<file path="src/rtl/q_update_if.sv">
// Handshake and data bundle between a Q-update requester and q_update_unit.
interface q_update_if;
  logic        start;
  logic [3:0]  action;
  logic [63:0] q_cur;
  logic [63:0] q_next;
  logic [15:0] reward;
  logic        terminal;
  logic [15:0] alpha;
  logic [15:0] gamma;
  logic        busy;
  logic        done;
  logic        err;
  logic        wr_en;
  logic [3:0]  wr_lane;
  logic [15:0] q_new;
  logic [63:0] wr_data;

  modport master (
    output start, action, q_cur, q_next, reward, terminal, alpha, gamma,
    input  busy, done, err, wr_en, wr_lane, q_new, wr_data
  );

  modport slave (
    input  start, action, q_cur, q_next, reward, terminal, alpha, gamma,
    output busy, done, err, wr_en, wr_lane, q_new, wr_data
  );
endinterface

</file>
<file path="src/rtl/q_update_unit.sv">
// Multi-cycle TD Q-value update: Q(s,a) += alpha*(r + gamma*max Q(s',.) - Q(s,a)).
// Optional macro Q_SAT_EN: saturate target and q_new (otherwise two's-complement wrap).
module q_update_unit (
  input logic      clk,
  input logic      rst_n,
  q_update_if.slave bus
);

  typedef enum logic [2:0] {S_IDLE, S_MAX1, S_MAX2, S_TARGET, S_DELTA, S_STEP} state_t;

  state_t state_q, state_d;

  logic               act_onehot, accept, reject, finish, busy_d;
  logic [3:0]         action_q;
  logic [63:0]        q_cur_q, q_next_q;
  logic signed [15:0] reward_q, q_sa_q, q_sa_sel;
  logic               terminal_q;
  logic [15:0]        alpha_q, gamma_q;

  logic signed [15:0] n0, n1, n2, n3;
  logic signed [15:0] m01_q, m23_q, qmax_q, target_q;
  logic signed [16:0] delta_q;
  logic signed [32:0] g_prod;
  logic signed [16:0] g_val;
  logic signed [18:0] t_sum, qn_sum;
  logic signed [33:0] step_prod;
  logic signed [17:0] step_val;
  logic [15:0]        q_new_d;
  logic [63:0]        wr_data_d;

  logic        busy_q, done_q, err_q, wr_en_q;
  logic [3:0]  wr_lane_q;
  logic [15:0] q_new_q;
  logic [63:0] wr_data_q;

  function automatic logic [15:0] fix16(input logic signed [18:0] v);
`ifdef Q_SAT_EN
    if (v > 19'sd32767)       fix16 = 16'h7FFF;
    else if (v < -19'sd32768) fix16 = 16'h8000;
    else                      fix16 = v[15:0];
`else
    fix16 = 16'(v);
`endif
  endfunction

  assign act_onehot = (bus.action != 4'b0000) && ((bus.action & (bus.action - 4'd1)) == 4'b0000);

  always_ff @(posedge clk) begin
    if (!rst_n) state_q <= S_IDLE;
    else        state_q <= state_d;
  end

  always_comb begin
    state_d = state_q;
    case (state_q)
      S_IDLE:   if (bus.start && act_onehot) state_d = S_MAX1;
      S_MAX1:   state_d = S_MAX2;
      S_MAX2:   state_d = S_TARGET;
      S_TARGET: state_d = S_DELTA;
      S_DELTA:  state_d = S_STEP;
      S_STEP:   state_d = S_IDLE;
      default:  state_d = S_IDLE;
    endcase
  end

  always_comb begin
    accept = 1'b0;
    reject = 1'b0;
    finish = 1'b0;
    case (state_q)
      S_IDLE: begin
        accept = bus.start && act_onehot;
        reject = bus.start && !act_onehot;
      end
      S_STEP:  finish = 1'b1;
      default: ;
    endcase
    busy_d = (state_d != S_IDLE);
  end

  always_comb begin
    q_sa_sel = '0;
    for (int i = 0; i < 4; i++)
      if (bus.action[i]) q_sa_sel = bus.q_cur[16*i +: 16];
  end

  assign n0 = q_next_q[15:0];
  assign n1 = q_next_q[31:16];
  assign n2 = q_next_q[47:32];
  assign n3 = q_next_q[63:48];

  // Products keep the full width; arithmetic shift of the full product is floor division.
  assign g_prod    = 33'(qmax_q) * 33'($signed({1'b0, gamma_q}));
  assign g_val     = terminal_q ? 17'sd0 : 17'(g_prod >>> 16);
  assign t_sum     = 19'(reward_q) + 19'(g_val);
  assign step_prod = 34'(delta_q) * 34'($signed({1'b0, alpha_q}));
  assign step_val  = 18'(step_prod >>> 16);
  assign qn_sum    = 19'(q_sa_q) + 19'(step_val);
  assign q_new_d   = fix16(qn_sum);

  always_comb begin
    wr_data_d = q_cur_q;
    for (int i = 0; i < 4; i++)
      if (action_q[i]) wr_data_d[16*i +: 16] = q_new_d;
  end

  always_ff @(posedge clk) begin
    if (accept) begin
      action_q   <= bus.action;
      q_cur_q    <= bus.q_cur;
      q_next_q   <= bus.q_next;
      reward_q   <= bus.reward;
      terminal_q <= bus.terminal;
      alpha_q    <= bus.alpha;
      gamma_q    <= bus.gamma;
      q_sa_q     <= q_sa_sel;
    end
    if (state_q == S_MAX1) begin
      m01_q <= (n0 > n1) ? n0 : n1;
      m23_q <= (n2 > n3) ? n2 : n3;
    end
    if (state_q == S_MAX2)   qmax_q   <= (m01_q > m23_q) ? m01_q : m23_q;
    if (state_q == S_TARGET) target_q <= fix16(t_sum);
    if (state_q == S_DELTA)  delta_q  <= 17'(target_q) - 17'(q_sa_q);
  end

  always_ff @(posedge clk) begin
    if (!rst_n) begin
      busy_q    <= 1'b0;
      done_q    <= 1'b0;
      err_q     <= 1'b0;
      wr_en_q   <= 1'b0;
      wr_lane_q <= '0;
      q_new_q   <= '0;
      wr_data_q <= '0;
    end else begin
      busy_q  <= busy_d;
      done_q  <= finish;
      wr_en_q <= finish;
      err_q   <= reject;
      if (finish) begin
        wr_lane_q <= action_q;
        q_new_q   <= q_new_d;
        wr_data_q <= wr_data_d;
      end
    end
  end

  assign bus.busy    = busy_q;
  assign bus.done    = done_q;
  assign bus.err     = err_q;
  assign bus.wr_en   = wr_en_q;
  assign bus.wr_lane = wr_lane_q;
  assign bus.q_new   = q_new_q;
  assign bus.wr_data = wr_data_q;

endmodule

</file>
<file path="src/flat_wrapper.sv">
// flat-port wrapper written by rule: the top's interface ports become plain ports
module q_update_unit_flat 
  (clk, rst_n, bus_start, bus_action, bus_q_cur, bus_q_next, bus_reward, bus_terminal, bus_alpha, bus_gamma, bus_busy, bus_done, bus_err, bus_wr_en, bus_wr_lane, bus_q_new, bus_wr_data);
  q_update_if bus_i ();
  input logic clk;
  input logic rst_n;
  input wire logic [$bits(bus_i.start)-1:0] bus_start;
  input wire logic [$bits(bus_i.action)-1:0] bus_action;
  input wire logic [$bits(bus_i.q_cur)-1:0] bus_q_cur;
  input wire logic [$bits(bus_i.q_next)-1:0] bus_q_next;
  input wire logic [$bits(bus_i.reward)-1:0] bus_reward;
  input wire logic [$bits(bus_i.terminal)-1:0] bus_terminal;
  input wire logic [$bits(bus_i.alpha)-1:0] bus_alpha;
  input wire logic [$bits(bus_i.gamma)-1:0] bus_gamma;
  output wire logic [$bits(bus_i.busy)-1:0] bus_busy;
  output wire logic [$bits(bus_i.done)-1:0] bus_done;
  output wire logic [$bits(bus_i.err)-1:0] bus_err;
  output wire logic [$bits(bus_i.wr_en)-1:0] bus_wr_en;
  output wire logic [$bits(bus_i.wr_lane)-1:0] bus_wr_lane;
  output wire logic [$bits(bus_i.q_new)-1:0] bus_q_new;
  output wire logic [$bits(bus_i.wr_data)-1:0] bus_wr_data;
  assign bus_i.start = bus_start;
  assign bus_i.action = bus_action;
  assign bus_i.q_cur = bus_q_cur;
  assign bus_i.q_next = bus_q_next;
  assign bus_i.reward = bus_reward;
  assign bus_i.terminal = bus_terminal;
  assign bus_i.alpha = bus_alpha;
  assign bus_i.gamma = bus_gamma;
  assign bus_busy = bus_i.busy;
  assign bus_done = bus_i.done;
  assign bus_err = bus_i.err;
  assign bus_wr_en = bus_i.wr_en;
  assign bus_wr_lane = bus_i.wr_lane;
  assign bus_q_new = bus_i.q_new;
  assign bus_wr_data = bus_i.wr_data;
  q_update_unit u_core (.clk(clk), .rst_n(rst_n), .bus(bus_i));
endmodule
</file>
<file path="config.mk">
export PLATFORM = sky130hd
export DESIGN_NAME = q_update_unit_flat
export DESIGN_NICKNAME = d
export VERILOG_FILES = /design/src/rtl/q_update_if.sv /design/src/rtl/q_update_unit.sv /design/src/flat_wrapper.sv
export SDC_FILE = /design/constraint.sdc
export NUM_CORES = 2
export LEC_CHECK = 0
export CORE_MARGIN = 2
export CORE_UTILIZATION = 55
export CTS_CLUSTER_SIZE = 20
export DETAILED_ROUTE_END_ITERATION = 8
export GPL_TIMING_DRIVEN = 0
export PLACE_DENSITY = 0.87
export SLEW_MARGIN = 10
export SYNTH_ARGS = -nofsm -noshare
export SYNTH_HDL_FRONTEND = slang
export SYNTH_SLANG_ARGS = --single-unit
</file>
<file path="constraint.sdc">
create_clock -name clk -period 17.4 [get_ports clk]
set_input_delay 4.35 -clock clk [delete_from_list [all_inputs] [get_ports clk]]
set_output_delay 4.35 -clock clk [all_outputs]
set_load 0.03 [all_outputs]
</file>
==> summary by stage <==
Outcome
The run finished with clean final reports.

Placed design
The cell count after placement is 4,525. The congestion estimate from routability-driven global placement came to 0.966. The HPWL after detailed placement is 74,300 microns. The number of buffers inserted by port buffering is 271. The setup slack after placement is 7.42 ns.

Clocking
In this run the number of H-tree levels came out at 2. The tree is rooted in a sky130_fd_sc_hd__clkbuf_16. Clock-pin slew was measured on the worst setup and hold paths at 0.07 ns. The number of buffers between clock root and the deepest sink is 3. The clock tree from TritonCTS is built. Counting every sink on the clock net gives 368. TritonCTS created 43 clock buffers. The number of buffers inserted by post-CTS setup repair is 0. The hold-fix buffer count after cts is 0.

The number of gates resized after CTS was 0. The clock latency at the later pin of the worst-skew pair is 0.61 ns.

Timing
The count of pins over their slew limit is 0. The shortest period the worst path allows is 10.30 ns. Setup repair after global routing left no endpoint under its margin. The final clock skew is 0.0324 ns.

At the pin with the least slew margin, the transition time is 1.27 ns. The headroom to the max-slew limit is 14.3%. The maximum operating frequency is 0.0971 GHz.

Setup slack closes at 7.10 ns. The final number of setup-violating endpoints is 0. In the final timing run, aggregate negative setup slack is 0 ns.

The number of hold-slack violations in the final timing report is 0. The post-route fraction of the period consumed by the critical path is 59.2%.

GRT
The maximum number of pins on one net before global-route repair is 35. The via count of the first global-routing pass is 27,900. Global routing used 29.0% of the available tracks. The number of antenna violations at the first check in global routing is 4. The first-pass GRT wire length is 149,000 microns. Summed over all layers, the global routing overflow is 0.

Finish
The share of final-layout standard cells stronger than drive strength 1 is 3.54%. In the final layout, the multi-input gates occupy 21,600 sq um. The final layout contains 4,657 nets. The finished layout holds 4,604 standard cells, fillers aside. The layout overhead on the synthesized area is 15.5%. The register area is 10,100 sq um. The layout has 4,747 filler cells. Cells fill 64.0% of the core in the end.

Setup path
The type of origin of the critical path is a register. The kind of end point of the critical path is a register. The arrival time of the worst setup path is 10.83 ns.

The required time reported for the critical path endpoint is 17.93 ns. For this design, the slowest cell found on the critical path is sky130_fd_sc_hd__o311ai_1. The setup check on the worst reg-to-reg path leaves a slack of 7.10 ns. Among the stages of the critical path, the cell type that occurs most often is sky130_fd_sc_hd__fa_1. For this run, the slowest stage of the critical path takes 1.05 ns. The worst setup path is of the register to register kind. The worst register-to-register path begins at u_core.alpha_q[3]. The biggest fanout along the worst timing path is 10.

The launch point of the critical path is u_core.alpha_q[3].

Yosys
Synthesis produced 3,397 cells. The share of flip-flops with an asynchronous set or reset is 0%. After synthesis, flip-flops and latches occupy 29.1% of the total area. Sorting the synthesized cells by area gives the leading types as sky130_fd_sc_hd__fa_1 27%, sky130_fd_sc_hd__edfxtp_1 24%, sky130_fd_sc_hd__ha_1 10%. In the synthesized netlist, the cells that appear most often are 658 x sky130_fd_sc_hd__inv_1, 461 x sky130_fd_sc_hd__fa_1, 378 x sky130_fd_sc_hd__nand2_1. In this run, synthesis inferred 278 flip-flops with an integrated enable. The number of nets produced by synthesis is 4,330. The synthesized netlist occupies a cell area of 34,800 sq um. Of the post-synthesis cell area, the dominant cell type holds 26.5%. The library cell occupying the most area in the post-synthesis netlist is sky130_fd_sc_hd__fa_1. The flip-flop cell with the highest count after synthesis is sky130_fd_sc_hd__edfxtp_1. The average instance in the mapped netlist occupies 10.3 sq um. Yosys printed 0 warnings. The post-synthesis cell type count is 81.

After synthesis the netlist holds a flip-flop and latch count of 368. The most frequently used cell type in the post-synthesis netlist is sky130_fd_sc_hd__inv_1.

Min path
The worst hold path begins at u_core.bus.wr_lane[3]. The worst min-delay path category is register to register.

Drt
The detailed router's first-iteration violation count is 2,465. The sum of routed wire length over all layers is 93,800 microns. The mean routed wirelength per cell is 20.4 microns. The pre-antenna-repair detailed-routing pass consisted of 9 iterations. The post-detailed-route count of antenna-violating nets is 0.

The detailed router placed 26,600 vias in this run. Dividing the detail-routed via count by the number of cells gives 5.77. The remaining design rule violation count is 0.

Floorplan
The number of primary I/O pins is 272. The total die area is 65,300 sq um. The height of the chip is 256 microns. For this configuration, the core starts out at a cell density of 55.4%. The die span in x is 256 microns. The standard-cell row count is 92. The floorplan core area is 62,900 sq um.

Flow run
The tool flagged a number of max-cap violations equal to 0.
-- per-layer routing --
layer / part of all wire (%) / up-vias / track usage (%) / wire (microns)
met5: 0.031 / - / 0 / 29
met4: 5.4 / 4 / 13.4 / 5040
met3: 10 / 369 / 6.63 / 9400
met2: 47 / 1446 / 47.8 / 44500
met1: 37 / 13100 / 36.5 / 34800
li1: - / 11600 / - / -
-- final timing paths --
| path | endpoint | depth (start not counted) |
|---|---|---|
| min | u_core.bus.wr_lane[3] | 2 |
| min reg2reg | u_core.bus.wr_lane[3] | 2 |
| max | u_core.bus.wr_data[30] | 29 |
| max reg2reg | u_core.bus.wr_data[30] | 29 |
-- state kept, by name, summed over array words and instances, names as in the netlist --
name                count
u_core.m01_q           16
u_core.reward_q        16
u_core.m23_q           16
u_core.q_cur_q         64
u_core.target_q        16
u_core.terminal_q       1
u_core.delta_q         17
u_core.bus.err          1
u_core.qmax_q          16
u_core.bus.busy         1
u_core.bus.q_new       16
u_core.bus.wr_data     64
u_core.action_q         4
u_core.alpha_q         16
u_core.state_q          3
u_core.q_sa_q          16
u_core.q_next_q        64
u_core.gamma_q         16
u_core.bus.done         1
u_core.bus.wr_lane      4
-- cell families (layout without fill, tap and decap cells) --
family	after synthesis	after routing	synth area share (%)
mux	89	89	2.68
compound gates	398	398	7.77
fa+ha+maj	749	749	36.8
buf+inv	799	1158	8.81
flops	368	368	29.1
other cells	0	2	0
simple gates	918	918	12.8
xor+xnor	76	76	1.95
-- stage by stage --
| step | hold WS, ns | area (sq um) |
|---|---|---|
| final | 0.456 | 40200 |
| after global routing | 0.479 | 40200 |
| after CTS | 0.455 | 40200 |
| after detailed placement | 0.446 | 38800 |
| after global placement | 0.443 | 38600 |
| after floorplan | 0.493 | 34800 |
-- layout make-up --
cell class              count  area share, %
diodes                      2         0.0124
repair buffers            282           7.22
multi-input cells        2230           53.8
clock buffers              57           2.88
plain buffers             139           1.47
well taps                 846           2.63
inverters                 660           6.16
flip-flops and latches    368           25.2
clock inverters            20          0.625
-- critical path: cells and delay by family (launching register included) --
family,cells,cell delay (ns)
adders and majority gates,9,4.04
AOI/OAI and AO/OA,10,3.44
buffers and inverters,5,1.18
and+or+nand+nor,3,0.67
DFF,1,0.35
muxes,1,0.32
xor gates and xnor gates,1,0.23
-- layout by cell type, fill, tap and decap left out, types with 6 or more instances in the layout --
cell type	synthesis	layout
sky130_fd_sc_hd__a211oi_1	69	69
sky130_fd_sc_hd__a21o_1	29	29
sky130_fd_sc_hd__a21oi_1	97	97
sky130_fd_sc_hd__a22oi_1	16	16
sky130_fd_sc_hd__a31oi_1	7	7
sky130_fd_sc_hd__a32oi_1	15	15
sky130_fd_sc_hd__and2_1	227	227
sky130_fd_sc_hd__and3_1	7	7
sky130_fd_sc_hd__buf_6	7	7
sky130_fd_sc_hd__clkbuf_1	122	133
sky130_fd_sc_hd__clkbuf_16	0	43
sky130_fd_sc_hd__clkdlybuf4s50_1	0	271
sky130_fd_sc_hd__dfxtp_1	90	90
sky130_fd_sc_hd__edfxtp_1	278	278
sky130_fd_sc_hd__fa_1	461	461
sky130_fd_sc_hd__ha_1	288	288
sky130_fd_sc_hd__inv_1	658	658
sky130_fd_sc_hd__mux2_1	8	8
sky130_fd_sc_hd__mux2_2	25	25
sky130_fd_sc_hd__mux2i_1	56	56
sky130_fd_sc_hd__nand2_1	378	378
sky130_fd_sc_hd__nand2b_1	17	17
sky130_fd_sc_hd__nand3_1	24	24
sky130_fd_sc_hd__nand4_1	31	31
sky130_fd_sc_hd__nor2_1	132	132
sky130_fd_sc_hd__nor2b_1	18	16
sky130_fd_sc_hd__nor3_1	29	29
sky130_fd_sc_hd__nor4_1	15	15
sky130_fd_sc_hd__o21a_1	23	23
sky130_fd_sc_hd__o21ai_0	59	59
sky130_fd_sc_hd__o21ai_1	7	7
sky130_fd_sc_hd__o221ai_1	16	16
sky130_fd_sc_hd__o31ai_1	8	8
sky130_fd_sc_hd__or2_2	6	6
sky130_fd_sc_hd__or3_1	8	8
sky130_fd_sc_hd__xnor2_1	54	54
sky130_fd_sc_hd__xor2_1	21	21
Power is left out: the tool's default activity adds up to more than one toggle a clock period on the data nets, which glitch-free logic cannot reach.
